<file path="src/rtl/mdu_iter.sv">
// mdu_iter: iterative MIPS multiply/divide unit with HI/LO registers.
// Optional build macro MDU_EARLY_OUT_EN: MUL exits early once the multiplier runs out.
module mdu_iter #(
    parameter int XLEN = 32,
    parameter int CNTW = $clog2(XLEN) + 1
) (
    input  logic            manclk,
    input  logic            rst,
    input  logic            start,
    input  logic [1:0]      op,
    input  logic [XLEN-1:0] a,
    input  logic [XLEN-1:0] b,
    input  logic            kill,
    input  logic            rd_req,
    input  logic            hi_we,
    input  logic            lo_we,
    input  logic [XLEN-1:0] wdata,
    output logic            busy,
    output logic            done,
    output logic            dbz,
    output logic            stall_req,
    output logic [XLEN-1:0] hi,
    output logic [XLEN-1:0] lo
);
    typedef enum logic [1:0] {IDLE, ITER, FIX} state_t;

    localparam logic [CNTW-1:0] LAST = CNTW'(XLEN - 1);

    state_t            state, state_n;
    logic [CNTW-1:0]   cnt;
    logic [2*XLEN-1:0] acc, acc_n;
    logic [XLEN-1:0]   pr, pr_n;
    logic [XLEN-1:0]   mc, mq, mq_n;
    logic              is_div, dz, qneg, rneg;

    logic              accept, eo, fin;
    logic              sa, sb;
    logic [XLEN-1:0]   mag_a, mag_b;
    logic [XLEN:0]     msum, pr_sh, trial;
    logic [CNTW-1:0]   shamt;
    logic [2*XLEN-1:0] prod;
    logic [XLEN-1:0]   quo, remv;

    assign accept = (state == IDLE) && start && !kill;
    assign sa     = !op[0] && a[XLEN-1];
    assign sb     = !op[0] && b[XLEN-1];
    assign mag_a  = sa ? -a : a;
    assign mag_b  = sb ? -b : b;

    // MUL: mc = multiplicand, mq = multiplier shifting right.
    // DIV: mc = divisor, mq = dividend shifting out / quotient shifting in.
    assign msum  = {1'b0, acc[2*XLEN-1:XLEN]} + (mq[0] ? {1'b0, mc} : '0);
    assign pr_sh = {pr, mq[XLEN-1]};
    assign trial = pr_sh - {1'b0, mc};
    assign shamt = LAST - cnt;

    always_comb begin
        acc_n = acc;
        pr_n  = pr;
        mq_n  = mq;
        if (is_div) begin
            pr_n = trial[XLEN] ? pr_sh[XLEN-1:0] : trial[XLEN-1:0];
            mq_n = {mq[XLEN-2:0], !trial[XLEN]};
        end else begin
            acc_n = {msum, acc[XLEN-1:1]};
            mq_n  = mq >> 1;
        end
    end

`ifdef MDU_EARLY_OUT_EN
    assign eo = !is_div && (mq_n == '0);
`else
    assign eo = 1'b0;
`endif
    assign fin = (cnt == LAST) || eo;

    always_comb begin
        state_n = state;
        unique case (state)
            IDLE:    if (accept) state_n = ITER;
            ITER:    if (kill) state_n = IDLE;
                     else if (fin) state_n = FIX;
            FIX:     state_n = IDLE;
            default: state_n = IDLE;
        endcase
    end

    assign busy      = (state != IDLE);
    assign done      = (state == FIX) && !kill;
    assign stall_req = busy && (rd_req || hi_we || lo_we);

    assign prod = qneg ? -acc : acc;
    assign quo  = qneg ? -mq : mq;
    assign remv = rneg ? -pr : pr;

    always_ff @(posedge manclk or posedge rst) begin
        if (rst) state <= IDLE;
        else     state <= state_n;
    end

    always_ff @(posedge manclk or posedge rst) begin
        if (rst) begin
            cnt    <= '0;
            acc    <= '0;
            pr     <= '0;
            mc     <= '0;
            mq     <= '0;
            is_div <= 1'b0;
            dz     <= 1'b0;
            qneg   <= 1'b0;
            rneg   <= 1'b0;
            dbz    <= 1'b0;
            hi     <= '0;
            lo     <= '0;
        end else begin
            unique case (state)
                IDLE: begin
                    if (accept) begin
                        cnt    <= '0;
                        acc    <= '0;
                        pr     <= '0;
                        dbz    <= 1'b0;
                        is_div <= op[1];
                        dz     <= (b == '0);
                        qneg   <= sa ^ sb;
                        rneg   <= sa;
                        mc     <= op[1] ? mag_b : mag_a;
                        mq     <= op[1] ? mag_a : mag_b;
                    end else if (!start) begin
                        if (hi_we) hi <= wdata;
                        if (lo_we) lo <= wdata;
                    end
                end
                ITER: begin
                    cnt <= cnt + CNTW'(1);
                    pr  <= pr_n;
                    mq  <= mq_n;
                    // early exit skips the remaining zero-add shifts at once
                    acc <= eo ? (acc_n >> shamt) : acc_n;
                end
                FIX: begin
                    if (!kill) begin
                        dbz <= is_div && dz;
                        if (is_div) begin
                            hi <= remv;
                            lo <= dz ? '1 : quo;
                        end else begin
                            {hi, lo} <= prod;
                        end
                    end
                end
                default: ;
            endcase
        end
    end
endmodule
</file>
<file path="config.mk">
export PLATFORM = sky130hd
export DESIGN_NAME = mdu_iter
export DESIGN_NICKNAME = d
export VERILOG_FILES = /design/src/rtl/mdu_iter.sv
export SDC_FILE = /design/constraint.sdc
export NUM_CORES = 1
export LEC_CHECK = 0
export ABC_CLOCK_PERIOD_IN_PS = 10200
export CAP_MARGIN = 20
export CORE_UTILIZATION = 33
export DETAILED_ROUTE_END_ITERATION = 12
export MAX_ROUTING_LAYER = met4
export PLACE_DENSITY = 0.57
export SLEW_MARGIN = 20
export SYNTH_ARGS = -nofsm -noshare
export SYNTH_HDL_FRONTEND = slang
export SYNTH_SLANG_ARGS = --single-unit
</file>
<file path="constraint.sdc">
create_clock -name manclk -period 10.2 [get_ports manclk]
set_input_delay 1.02 -clock manclk [delete_from_list [all_inputs] [get_ports manclk]]
set_output_delay 1.02 -clock manclk [all_outputs]
set_load 0.01 [all_outputs]
</file>
==> results.md, run 1 <==
| Result | This run | Unit |
| --- | --- | --- |
| Depth of the worst register-to-register path | 12 | - |
| Vias in the first global route | 16200 | - |
| Global route total overflow | 0 | - |
| CTS tree | built | - |
| Initial antenna violation count | 1 | - |
| Total negative slack for setup checks | 0 | ps |
| Cell type of the slowest stage on the worst timing path | sky130_fd_sc_hd__nand2_1 | - |
| Pin slew with the least headroom to its limit | 1120 | ps |
| Final Max Slew Viols | 0 | - |
| First drt pass iteration count | 5 | - |
| Buffer count from post-CTS setup fixing | 0 | - |
| Clock Root Buffer | sky130_fd_sc_hd__clkbuf_16 | - |
| Part of the total power dissipated in sequential elements | 0.279 | - |
| Post-Place Cells | 3050 | - |
| Last weighted congestion value of the routability-driven placer | 0.929 | - |
| Avg Cell Area, Syn | 8.16 | sq um |
| Cell internal pwr | 0.00311 | W |
| Result of the run | completed | - |
| Most common library cell in the layout ignoring fill and taps | sky130_fd_sc_hd__nand2_1 | - |
| Number of antenna-violating nets in the routed design | 0 | - |
| Clock input transition at the sequential cells of the worst setup and hold paths | 60 | ps |
| Endpoint of the most critical register-to-register path | acc[62] | - |
| Smallest setup slack after layout | 4860 | ps |
| Min cycle time layout | 5340 | ps |
| Number of nets produced by synthesis | 2429 | - |
| Initial Util | 0.334 | - |
| Final hold viol count | 0 | - |
| Routed met2 length | 29000 | um |
| Worst voltage drop across the vdd grid | 0.149 | mV |
| Leakage Power | 9.18 | nW |
| Clock tree sinks | 237 | - |
| Final setup fails | 0 | - |
| Number of enable-type register cells in the synthesized netlist | 0 | - |
| Worst-case clock skew | 28.2 | ps |
| Highest-count cells in the layout ignoring fill and taps | sky130_fd_sc_hd__nand2_1, sky130_fd_sc_hd__dfrtp_1, sky130_fd_sc_hd__o21ai_0 | - |
| Final wirelength | 66600 | um |
| Wire length per cell after detailed routing | 21.4 | um |
| # IOs | 173 | - |
| Setup repair after global routing missed its margin | no | - |
| Total of buffers placed on input and output ports | 172 | - |
| Full die area | 0.0566 | sq mm |
| TritonCTS buffer count | 30 | - |
| Worst Min Path Start | mc[9] | - |
| Die Y-Extent | 238 | um |
| Number of hold-repair buffers added at the cts stage | 0 | - |
| Overall die width | 238 | um |
| Achievable clock frequency | 187 | MHz |
| Number of H-tree levels | 1 | - |
| Destination of the worst hold path | mc[9] | - |
| Ys async rst share | 1.00 | - |
| Clock Tree Buf Depth | 3 | - |
| Non-filler cells, final | 3103 | - |
| Area of the multi-input gates | 0.0117 | sq mm |
| Max transition margin | 0.252 | - |
| Post-CTS sizing | 0 | - |
| Core Footprint | 0.0551 | sq mm |
| Post-synthesis cell count | 2252 | - |
| Skew-Pair Late Insertion Delay | 590 | ps |
| HPWL Detailed | 51200 | um |
| Synthesized area | 0.0184 | sq mm |
| Hold path depth | 1 | - |
| Startpoint of the most critical register-to-register path | mq[0] | - |
| Vias | 17600 | - |
| Biggest cell delay along the critical path | 670 | ps |
| Layout-stage area growth over the synthesis result | 18.4 | % |
| Global-route wire length before repair | 101000 | um |
| Uppermost layer routed | met4 | - |
| Iteration-0 DRC Markers | 1679 | - |
| Worst setup slack after placement | 4960 | ps |
| Main synth FF type | sky130_fd_sc_hd__dfrtp_1 | - |
| Cell type group with the largest total delay on the critical path | buffers and inverters | - |
| Final Cycle Share | 0.524 | - |
| Required @ worst endpoint | 9180 | ps |
| Logic gate share of total power | 0.518 | - |
| FF/Latch Area | 0.00594 | sq mm |
| Setup crit start kind | primary input | - |
| Critical path buffer and inverter count | 3 | - |
| Std-Cell Rows | 86 | - |
| Global routing usage summed across all routing layers | 0.236 | - |
| Met3 routed WL | 3930 | um |
| CP Class | in -> out | - |
| Largest net degree at the start of global routing | 113 | - |
| Maximum fanout encountered on the critical timing path | 21 | - |
| Path class of the lowest-slack min-delay path | reg -> reg | - |
| Data arrival at the endpoint of the critical path | 4320 | ps |
| Worst setup EP type | output pin | - |
| Register bit count reported by yosys | 237 | - |
| Most used cell, CP | sky130_fd_sc_hd__clkdlybuf4s50_1 | - |
| Power Dens Cells | 262 | mW/mm^2 |
| M1 wire length | 31700 | um |
| Synth warnings | 0 | - |
| Switching share of power | 0.455 | - |
| Post-synthesis cell type count | 73 | - |
| Final layout net count | 2511 | - |
| Sequential element share of the synthesized area | 0.323 | - |
| # DRC | 0 | - |
| Clock Power Share | 0.203 | - |
| Worst-case register-to-register setup slack | 5820 | ps |
| Number of inserted filler cells in the final layout | 5605 | - |
| Proportion of layout cells with a drive suffix above 1 | 0.0459 | - |
| List of cells traversed by the critical path | clkdlybuf4s50_1 -> nor2b_1 -> a21oi_1 -> nor2_1 -> nand2_1 -> clkinv_1 -> clkdlybuf4s50_1 | - |
| Switching power summed over all nets | 0.00260 | W |
| Via density per instance | 5.68 | - |
| # Max-Cap Violations | 0 | - |
[per-layer routing]
layer / GRT usage / vias to the layer above
met5: - / -
met4: 0.0690 / 0
met3: 0.0191 / 95
met2: 0.353 / 651
met1: 0.338 / 8487
li1: - / 8397
[sequential cells by signal, indices dropped and copies added (netlist names)]
signal	flops
qneg	1
hi	32
acc	64
dz	1
mq	32
is_div	1
cnt	6
mc	32
rneg	1
lo	32
state	2
pr	32
dbz	1
[power groups by stage]
stage	sequential (W)	clock, W	combinational [W]
6_report	0.00160	0.00116	0.00296
5_1_grt	0.00163	0.00120	0.00325
4_1_cts	0.00159	0.00117	0.00293
3_5_place_dp	0.00160	0	0.00292
3_3_place_gp	0.00159	0	0.00288
2_1_floorplan	0.00145	0	0.00214
[worst max path at each step]
stage / from / endpoint / slack [ps] / depth (start not counted)
2_1_floorplan: rst / acc[0] / 2680 / 1
3_3_place_gp: kill / done / 5000 / 7
3_5_place_dp: kill / done / 4960 / 7
4_1_cts: kill / done / 4930 / 7
5_1_grt: kill / done / 4580 / 7
6_report: kill / done / 4860 / 7
[metrics by stage]
step | utilization | hold slack (ps) | instance area [sq um] | power [W]
after CTS | 0.395 | 480 | 21800 | 0.00569
after floorplan | - | 449 | 18400 | 0.00358
after global placement | 0.376 | 462 | 20700 | 0.00447
final | 0.395 | 475 | 21800 | 0.00571
after global routing | 0.395 | 506 | 21800 | 0.00609
after detailed placement | 0.376 | 467 | 20700 | 0.00452
[layout make-up]
class | count | share of cell area
clock buffer | 41 | 0.0396
antenna | 1 | 0.000115
tap | 748 | 0.0430
sequential | 237 | 0.273
multi-input combinational | 1799 | 0.536
clock inverter | 11 | 0.00914
timing repair buffer | 192 | 0.0859
inverter | 74 | 0.0131
[synth_stat cells (13+ instances only)]
cell / n / area, sq um
sky130_fd_sc_hd__a211oi_1: 49 / 368
sky130_fd_sc_hd__a21o_1: 35 / 263
sky130_fd_sc_hd__a21oi_1: 143 / 716
sky130_fd_sc_hd__a22o_1: 35 / 307
sky130_fd_sc_hd__a31oi_1: 40 / 250
sky130_fd_sc_hd__clkbuf_1: 130 / 488
sky130_fd_sc_hd__dfrtp_1: 237 / 5930
sky130_fd_sc_hd__ha_1: 70 / 876
sky130_fd_sc_hd__inv_1: 73 / 274
sky130_fd_sc_hd__mux2i_1: 63 / 631
sky130_fd_sc_hd__nand2_1: 268 / 1010
sky130_fd_sc_hd__nand2b_1: 15 / 93.8
sky130_fd_sc_hd__nand3_1: 33 / 165
sky130_fd_sc_hd__nand4_1: 15 / 93.8
sky130_fd_sc_hd__nor2_1: 183 / 687
sky130_fd_sc_hd__nor2b_1: 13 / 81.3
sky130_fd_sc_hd__nor3_1: 42 / 210
sky130_fd_sc_hd__nor4_1: 14 / 87.6
sky130_fd_sc_hd__o211ai_1: 35 / 263
sky130_fd_sc_hd__o21ai_0: 206 / 1030
sky130_fd_sc_hd__o221ai_1: 34 / 298
sky130_fd_sc_hd__o31ai_1: 55 / 413
sky130_fd_sc_hd__o41ai_1: 19 / 166
sky130_fd_sc_hd__or3_1: 28 / 175
sky130_fd_sc_hd__or4_1: 17 / 128
sky130_fd_sc_hd__xnor2_1: 136 / 1190
sky130_fd_sc_hd__xor2_1: 97 / 850
[worst reg2reg max path, cell delays in order, from the launching register on]
cell and delay (ps):
sky130_fd_sc_hd__dfrtp_1 480, sky130_fd_sc_hd__inv_1 770, sky130_fd_sc_hd__nor2_1 130, sky130_fd_sc_hd__ha_1 360
sky130_fd_sc_hd__o21ai_0 220, sky130_fd_sc_hd__o21ai_0 180, sky130_fd_sc_hd__a21bo_2 240, sky130_fd_sc_hd__o31ai_1 580
sky130_fd_sc_hd__o221a_2 380, sky130_fd_sc_hd__o2111ai_1 190, sky130_fd_sc_hd__a21oi_1 370, sky130_fd_sc_hd__mux2i_1 230
sky130_fd_sc_hd__nand3_1 100
[kinds of logic after synthesis]
| kind of cell | count (synthesis) | share of synthesized area |
|---|---|---|
| buffers and inverters | 216 | 0.0442 |
| AO/OA/AOI/OAI | 741 | 0.264 |
| flip-flops | 237 | 0.323 |
| AND/OR/NAND/NOR | 686 | 0.172 |
| adder cells (fa/ha/maj) | 72 | 0.0498 |
| XOR/XNOR | 233 | 0.111 |
| multiplexers | 67 | 0.0368 |
Note: power is estimated with default switching activity, not from simulation.
==> run 2, diff against run 1 <==
Settings changed: ABC_CLOCK_PERIOD_IN_PS 10200 to 4780, PLACE_DENSITY 0.57 to 0.59.
Clock period 10.2 ns to 4.78 ns, I/O delays scaled along.
==> run 2 against run 1 <==
Compared with the run above: core utilization grew 0.36 points; via count about the same; clock skew hardly changed; total power rose by 120%; cell count grew 0.55%; sequential power grew 110%; clock-buffer cell count decreased by 3; routed wire length is 0.35% higher; sequential cell count did not move; final area up 0.90%; critical path type is now reg -> reg; largest power group unchanged.
==> results.md, run 2 (synthesis results as in run 1) <==
| Result | This run | Unit | Delta |
| --- | --- | --- | --- |
| Logic gate share of total power | 0.521 | - | +0.003 |
| Most common library cell in the layout ignoring fill and taps | sky130_fd_sc_hd__nand2_1 | - |  |
| Std-Cell Rows | 86 | - | unchanged |
| Proportion of layout cells with a drive suffix above 1 | 0.0548 | - | +0.00893 |
| Worst voltage drop across the vdd grid | 0.347 | mV | +130% |
| Min cycle time layout | 3890 | ps |  |
| HPWL Detailed | 52500 | um | +2.6% |
| Part of the total power dissipated in sequential elements | 0.275 | - | -0.004 |
| Final setup fails | 0 | - | unchanged |
| Worst setup EP type | flop | - |  |
| Clock Power Share | 0.204 | - | about the same |
| Achievable clock frequency | 257 | MHz |  |
| Clock input transition at the sequential cells of the worst setup and hold paths | 60 | ps | about the same |
| Vias in the first global route | 16300 | - | +0.51% |
| CP Class | reg -> reg | - |  |
| Data arrival at the endpoint of the critical path | 4390 | ps | +70 ps |
| List of cells traversed by the critical path | inv_1 -> ha_1 -> fa_1 -> nand2b_1 -> a21oi_1 -> o211ai_1 -> a21oi_1 -> o2111ai_1 -> and3_1 -> nor3_2 -> buf_12 -> mux2_2 -> o21ai_0 | - |  |
| Overall die width | 238 | um | unchanged |
| Cell type of the slowest stage on the worst timing path | sky130_fd_sc_hd__nor3_2 | - |  |
| Cell internal pwr | 0.00671 | W | +120% |
| Global-route wire length before repair | 102000 | um | +0.88% |
| Clock Tree Buf Depth | 3 | - | unchanged |
| Full die area | 0.0566 | sq mm | unchanged |
| First drt pass iteration count | 6 | - | +1 |
| Core Footprint | 0.0551 | sq mm | unchanged |
| Top reg by flops | acc | - |  |
| Required @ worst endpoint | 5280 | ps | -3900 ps |
| CTS tree | built | - |  |
| Total of buffers placed on input and output ports | 172 | - | unchanged |
| Setup crit start kind | flop | - |  |
| Result of the run | completed | - |  |
| Power Dens Cells | 561 | mW/mm^2 | +110% |
| Biggest cell delay along the critical path | 440 | ps | -230 ps |
| Worst-case clock skew | 28.6 | ps | +0.430 ps |
| Number of antenna-violating nets in the routed design | 0 | - | unchanged |
| Switching power summed over all nets | 0.00561 | W | +120% |
| Path class of the lowest-slack min-delay path | in -> async | - |  |
| Critical path buffer and inverter count | 2 | - | -1 |
| Final wirelength | 66800 | um | +0.35% |
| Via density per instance | 5.65 | - | -0.52% |
| Clock Root Buffer | sky130_fd_sc_hd__clkbuf_16 | - |  |
| Final Cycle Share | 0.813 | - |  |
| Global route total overflow | 0 | - | unchanged |
| Pin slew with the least headroom to its limit | 1060 | ps | -66.0 ps |
| Number of H-tree levels | 1 | - | unchanged |
| Worst setup slack after placement | 969 | ps | -3990 ps |
| Worst-case register-to-register setup slack | 890 | ps | -4930 ps |
| Iteration-0 DRC Markers | 1376 | - | -18% |
| Cell type group with the largest total delay on the critical path | compound AO/OA/AOI/OAI gates | - |  |
| Share of the core filled with cells in the final layout | 0.399 | - | +0.00357 |
| # IOs | 173 | - | unchanged |
| Initial antenna violation count | 0 | - | -1 |
| Layout-stage area growth over the synthesis result | 19.5 | % |  |
| Global routing usage summed across all routing layers | 0.238 | - | +0.00271 |
| Max reg flops | 64 | - | unchanged |
| Last weighted congestion value of the routability-driven placer | 0.910 | - | -2.1% |
| Skew-Pair Late Insertion Delay | 600 | ps | about the same |
| Maximum fanout encountered on the critical timing path | 33 | - | +57% |
| # Max-Cap Violations | 0 | - | unchanged |
| Number of inserted filler cells in the final layout | 5582 | - | -0.41% |
| Final Max Slew Viols | 0 | - | unchanged |
| Final layout net count | 2527 | - | +0.64% |
| Vias | 17600 | - | +0.028% |
| Max transition margin | 0.296 | - | +0.0440 |
| Post-CTS sizing | 0 | - | unchanged |
| Switching share of power | 0.455 | - | about the same |
| Total negative slack for setup checks | 0 | ps | unchanged |
| Leakage Power | 9.27 | nW | +1.0% |
| Placed instance area | 0.0208 | sq mm | +0.72% |
| Largest net degree at the start of global routing | 82 | - | -27% |
| Highest-count cells in the layout ignoring fill and taps | sky130_fd_sc_hd__nand2_1, sky130_fd_sc_hd__dfrtp_1, sky130_fd_sc_hd__o21ai_0 | - |  |
| TritonCTS buffer count | 30 | - | unchanged |
| Setup repair after global routing missed its margin | no | - |  |
| Smallest setup slack after layout | 894 | ps | -3960 ps |
| Worst hold slack after final layout | 226 | ps | -250 ps |
| Number of hold-repair buffers added at the cts stage | 0 | - | unchanged |
| Buffer count from post-CTS setup fixing | 0 | - | unchanged |
| Die Y-Extent | 238 | um | unchanged |
| Initial Util | 0.334 | - | unchanged |
| Final hold viol count | 0 | - | unchanged |
| Clock tree sinks | 237 | - | unchanged |
| Most used cell, CP | sky130_fd_sc_hd__a21oi_1 | - |  |
| Antenna cell count | 0 | - | -1 |
| Wire length per cell after detailed routing | 21.4 | um | -0.20% |
| Post-route standard cell area excluding fillers | 0.0220 | sq mm | +0.90% |
| # DRC | 0 | - | unchanged |
==> run 2: cell types whose count changed in the layout (fill, tap and decap cells not counted) <==
cell,change
sky130_fd_sc_hd__buf_12,+4
sky130_fd_sc_hd__buf_6,-1
sky130_fd_sc_hd__clkinv_8,-1
sky130_fd_sc_hd__clkinvlp_4,+5
sky130_fd_sc_hd__buf_4,+13
sky130_fd_sc_hd__nor2_1,-1
sky130_fd_sc_hd__clkinv_2,+2
sky130_fd_sc_hd__diode_2,-1
sky130_fd_sc_hd__nor2_2,+1
sky130_fd_sc_hd__inv_6,-1
sky130_fd_sc_hd__clkbuf_1,-3
sky130_fd_sc_hd__clkinv_16,+1
sky130_fd_sc_hd__inv_8,-1
==> run 2: final timing paths <==
check,from,to,cells after the start
max reg2reg,mq[31],pr[1],13
max,mq[31],pr[1],13
min reg2reg,hi[30],hi[30],2
max in group asynchronous,rst,mq[11],4
min in group manclk,op[1],mc[21],3
min,rst,acc[51],2
==> run 2: layer usage <==
metal	track usage	vias to the layer above	routed length, um
li1	-	8395	-
met1	0.343	8567	31900
met2	0.358	606	29100
met3	0.0217	67	4080
met4	0.0606	0	1660
met5	-	-	0
==> run 2: cell type report <==
cell class / instances / area [sq um] / share of cell area
clock buffers: 38 / 851 / 0.0387
clock inverters: 16 / 244 / 0.0111
inverters: 74 / 282 / 0.0128
multi-input cells: 1799 / 11700 / 0.532
flip-flops and latches: 237 / 5940 / 0.270
well taps: 748 / 936 / 0.0426
repair buffers: 208 / 2040 / 0.0927
==> run 2: stage by stage <==
stage / std cells / total power, W
finish: 3120 / 0.0123
global route: 3120 / 0.0132
CTS: 3119 / 0.0123
detailed placement: 3065 / 0.00976
global placement: 3065 / 0.00965
floorplan: 2252 / 0.00764
==> run 2: power by group through the flow <==
stage                     sequential, W  combinational [W]  clock (W)
final                           0.00339            0.00642    0.00251
after global placement          0.00337            0.00628          0
after CTS                       0.00337            0.00638    0.00253
after detailed placement        0.00340            0.00635          0
after floorplan                 0.00308            0.00456          0
after global routing            0.00348            0.00708    0.00261
==> run 3, diff against run 2 <==
Settings changed: ABC_CLOCK_PERIOD_IN_PS 4780 to 3900, PLACE_DENSITY 0.59 to 0.57.
Clock period 4.78 ns to 3.9 ns, I/O delays scaled along.
==> run 3 against run 2 <==
Compared with the run above: die area did not move; sequential power rose by 22%; cell count rose by 0.80%; sequential share of layout area fell by 0.20 points; setup slack got worse by 530 ps; global-route usage rose by 0.18 points; first-iteration DRC count rose by 24%; sequential cell count did not move; combinational power rose by 27%; maximum frequency rose by 9.9%; core utilization rose by 0.30 points; largest cell class unchanged.
==> results.md, run 3 (synthesis results as in run 1) <==
| Result | This run | Unit | Delta |
| --- | --- | --- | --- |
| Global-route wire length before repair | 102000 | um | +0.52% |
| Clock Power Share | 0.197 | - | -0.007 |
| Pin slew with the least headroom to its limit | 1080 | ps | +21.1 ps |
| Smallest setup slack after layout | 363 | ps | -531 ps |
| Worst-case register-to-register setup slack | 360 | ps | -530 ps |
| Last weighted congestion value of the routability-driven placer | 0.934 | - | +2.7% |
| Global routing usage summed across all routing layers | 0.240 | - | +0.00180 |
| Switching power summed over all nets | 0.00691 | W | +23% |
| Number of inserted filler cells in the final layout | 5629 | - | +0.84% |
| Final wirelength | 67700 | um | +1.4% |
| Final Max Slew Viols | 0 | - | unchanged |
| Vias | 17700 | - | +0.18% |
| Die Y-Extent | 238 | um | unchanged |
| Clock Root Buffer | sky130_fd_sc_hd__clkbuf_16 | - |  |
| Final setup fails | 0 | - | unchanged |
| Power Dens Cells | 690 | mW/mm^2 | +23% |
| Worst voltage drop across the vdd grid | 0.395 | mV | +14% |
| Result of the run | completed | - |  |
| Part of the total power dissipated in sequential elements | 0.270 | - | -0.005 |
| Setup repair after global routing missed its margin | no | - |  |
| # IOs | 173 | - | unchanged |
| Core Footprint | 0.0551 | sq mm | unchanged |
| Top reg by flops | acc | - |  |
| Number of hold-repair buffers added at the cts stage | 0 | - | unchanged |
| Cell internal pwr | 0.00836 | W | +25% |
| Logic gate share of total power | 0.534 | - | +0.013 |
| Leakage Power | 9.39 | nW | +1.2% |
| Final Cycle Share | 0.907 | - | +0.0940 |
| Worst setup EP type | flop | - |  |
| Achievable clock frequency | 283 | MHz | +9.9% |
| Clock Tree Buf Depth | 3 | - | unchanged |
| Total chip power | 0.0153 | W | +24% |
| Worst hold slack after final layout | 275 | ps | +49.3 ps |
| Worst setup slack after placement | 197 | ps | -772 ps |
| Proportion of layout cells with a drive suffix above 1 | 0.0634 | - | +0.00861 |
| Most common library cell in the layout ignoring fill and taps | sky130_fd_sc_hd__nand2_1 | - |  |
| Path class of the lowest-slack min-delay path | in -> async | - |  |
| Total of buffers placed on input and output ports | 172 | - | unchanged |
| # DRC | 0 | - | unchanged |
| Clock tree sinks | 237 | - | unchanged |
| Vias in the first global route | 16300 | - | +0.20% |
| CTS tree | built | - |  |
| Min cycle time layout | 3540 | ps | -349 ps |
| Clock input transition at the sequential cells of the worst setup and hold paths | 60 | ps | about the same |
| Required @ worst endpoint | 4360 | ps | -920 ps |
| First drt pass iteration count | 6 | - | unchanged |
| Buffer count from post-CTS setup fixing | 0 | - | unchanged |
| TritonCTS buffer count | 30 | - | unchanged |
| Max reg flops | 64 | - | unchanged |
| Data arrival at the endpoint of the critical path | 3990 | ps | -400 ps |
| Highest-count cells in the layout ignoring fill and taps | sky130_fd_sc_hd__nand2_1, sky130_fd_sc_hd__dfrtp_1, sky130_fd_sc_hd__o21ai_0 | - |  |
| Final hold viol count | 0 | - | unchanged |
| Setup crit start kind | flop | - |  |
| Initial Util | 0.334 | - | unchanged |
| Antenna cell count | 0 | - | unchanged |
| Max transition margin | 0.282 | - | -0.0141 |
| Global route total overflow | 0 | - | unchanged |
| Number of antenna-violating nets in the routed design | 0 | - | unchanged |
| Layout-stage area growth over the synthesis result | 20.4 | % |  |
| Via density per instance | 5.62 | - | -0.61% |
| Final layout net count | 2551 | - | +0.95% |
| Overall die width | 238 | um | unchanged |
| # Max-Cap Violations | 0 | - | unchanged |
| Initial antenna violation count | 0 | - | unchanged |
| Post-CTS sizing | 0 | - | unchanged |
| Worst-case clock skew | 34.3 | ps | +5.69 ps |
| Wire length per cell after detailed routing | 21.5 | um | +0.57% |
| Maximum fanout encountered on the critical timing path | 7 | - | -79% |
| HPWL Detailed | 53500 | um | +1.9% |
| Startpoint of the most critical register-to-register path | mq[0] | - |  |
| Iteration-0 DRC Markers | 1712 | - | +24% |
| Depth of the worst register-to-register path | 13 | - | unchanged |
| Switching share of power | 0.453 | - | -0.00292 |
| Largest net degree at the start of global routing | 86 | - | +4.9% |
| CP Class | reg -> reg | - |  |
| Skew-Pair Late Insertion Delay | 600 | ps | about the same |
| Full die area | 0.0566 | sq mm | unchanged |
| Std-Cell Rows | 86 | - | unchanged |
| Number of H-tree levels | 1 | - | unchanged |
| Endpoint of the most critical register-to-register path | acc[62] | - |  |
| Total negative slack for setup checks | 0 | ps | unchanged |
run 3: changes by cell type in the layout (fill, tap and decap cells not counted):
cell	previous run	this run
sky130_fd_sc_hd__clkbuf_1	1	4
sky130_fd_sc_hd__clkinvlp_4	5	3
sky130_fd_sc_hd__clkinv_2	5	4
sky130_fd_sc_hd__inv_6	0	1
sky130_fd_sc_hd__bufinv_16	5	4
sky130_fd_sc_hd__clkbuf_8	7	8
sky130_fd_sc_hd__buf_4	32	56
run 3: how the worst max path moves through the flow:
stage,endpoint,slack [ps],from
5_1_grt,acc[61],160,mq[0]
2_1_floorplan,acc[0],400,rst
4_1_cts,acc[61],400,mq[0]
3_3_place_gp,mc[29],200,a[4]
3_5_place_dp,mc[29],200,a[2]
6_report,acc[62],360,mq[0]
run 3: power by group through the flow:
stage	clock network, W	logic, W	registers [W]
floorplan	0	0.00559	0.00378
global placement	0	0.00798	0.00411
detailed placement	0	0.00804	0.00414
CTS	0.00305	0.00807	0.00410
global route	0.00314	0.00890	0.00422
finish	0.00301	0.00815	0.00412
run 3: through the flow:
| stage | util | area, sq um | instances |
|---|---|---|---|
| detailed placement | 0.382 | 21000 | 3090 |
| finish | 0.402 | 22100 | 3145 |
| global placement | 0.382 | 21000 | 3090 |
| floorplan | - | 18400 | 2252 |
| CTS | 0.402 | 22100 | 3145 |
| global route | 0.402 | 22100 | 3145 |
run 3: final cells by class:
cell class	count	area, sq um	share of cell area
Clock buffer	42	876	0.0396
Clock inverter	13	203	0.00916
Inverter	74	282	0.0127
Multi-Input combinational cell	1799	11700	0.528
Sequential cell	237	5940	0.268
Tap cell	748	936	0.0423
Timing Repair Buffer	232	2220	0.100
run 3: metal layers:
layer	vias up	wire, um	track usage
li1	8467	-	-
met1	8537	32800	0.346
met2	602	29600	0.361
met3	61	3780	0.0208
met4	0	1570	0.0612
met5	-	0	-
run 3: worst max-delay path, cell delays in order (launching register included):
cell	delay, ps
sky130_fd_sc_hd__dfrtp_1	390
sky130_fd_sc_hd__buf_4	180
sky130_fd_sc_hd__nand2_1	150
sky130_fd_sc_hd__inv_1	60
sky130_fd_sc_hd__ha_1	300
sky130_fd_sc_hd__a211oi_1	300
sky130_fd_sc_hd__o21ai_0	240
sky130_fd_sc_hd__a21bo_2	270
sky130_fd_sc_hd__o31ai_1	360
sky130_fd_sc_hd__o221a_2	310
sky130_fd_sc_hd__o2111ai_1	170
sky130_fd_sc_hd__a21oi_1	340
sky130_fd_sc_hd__mux2i_1	230
sky130_fd_sc_hd__nand3_1	90
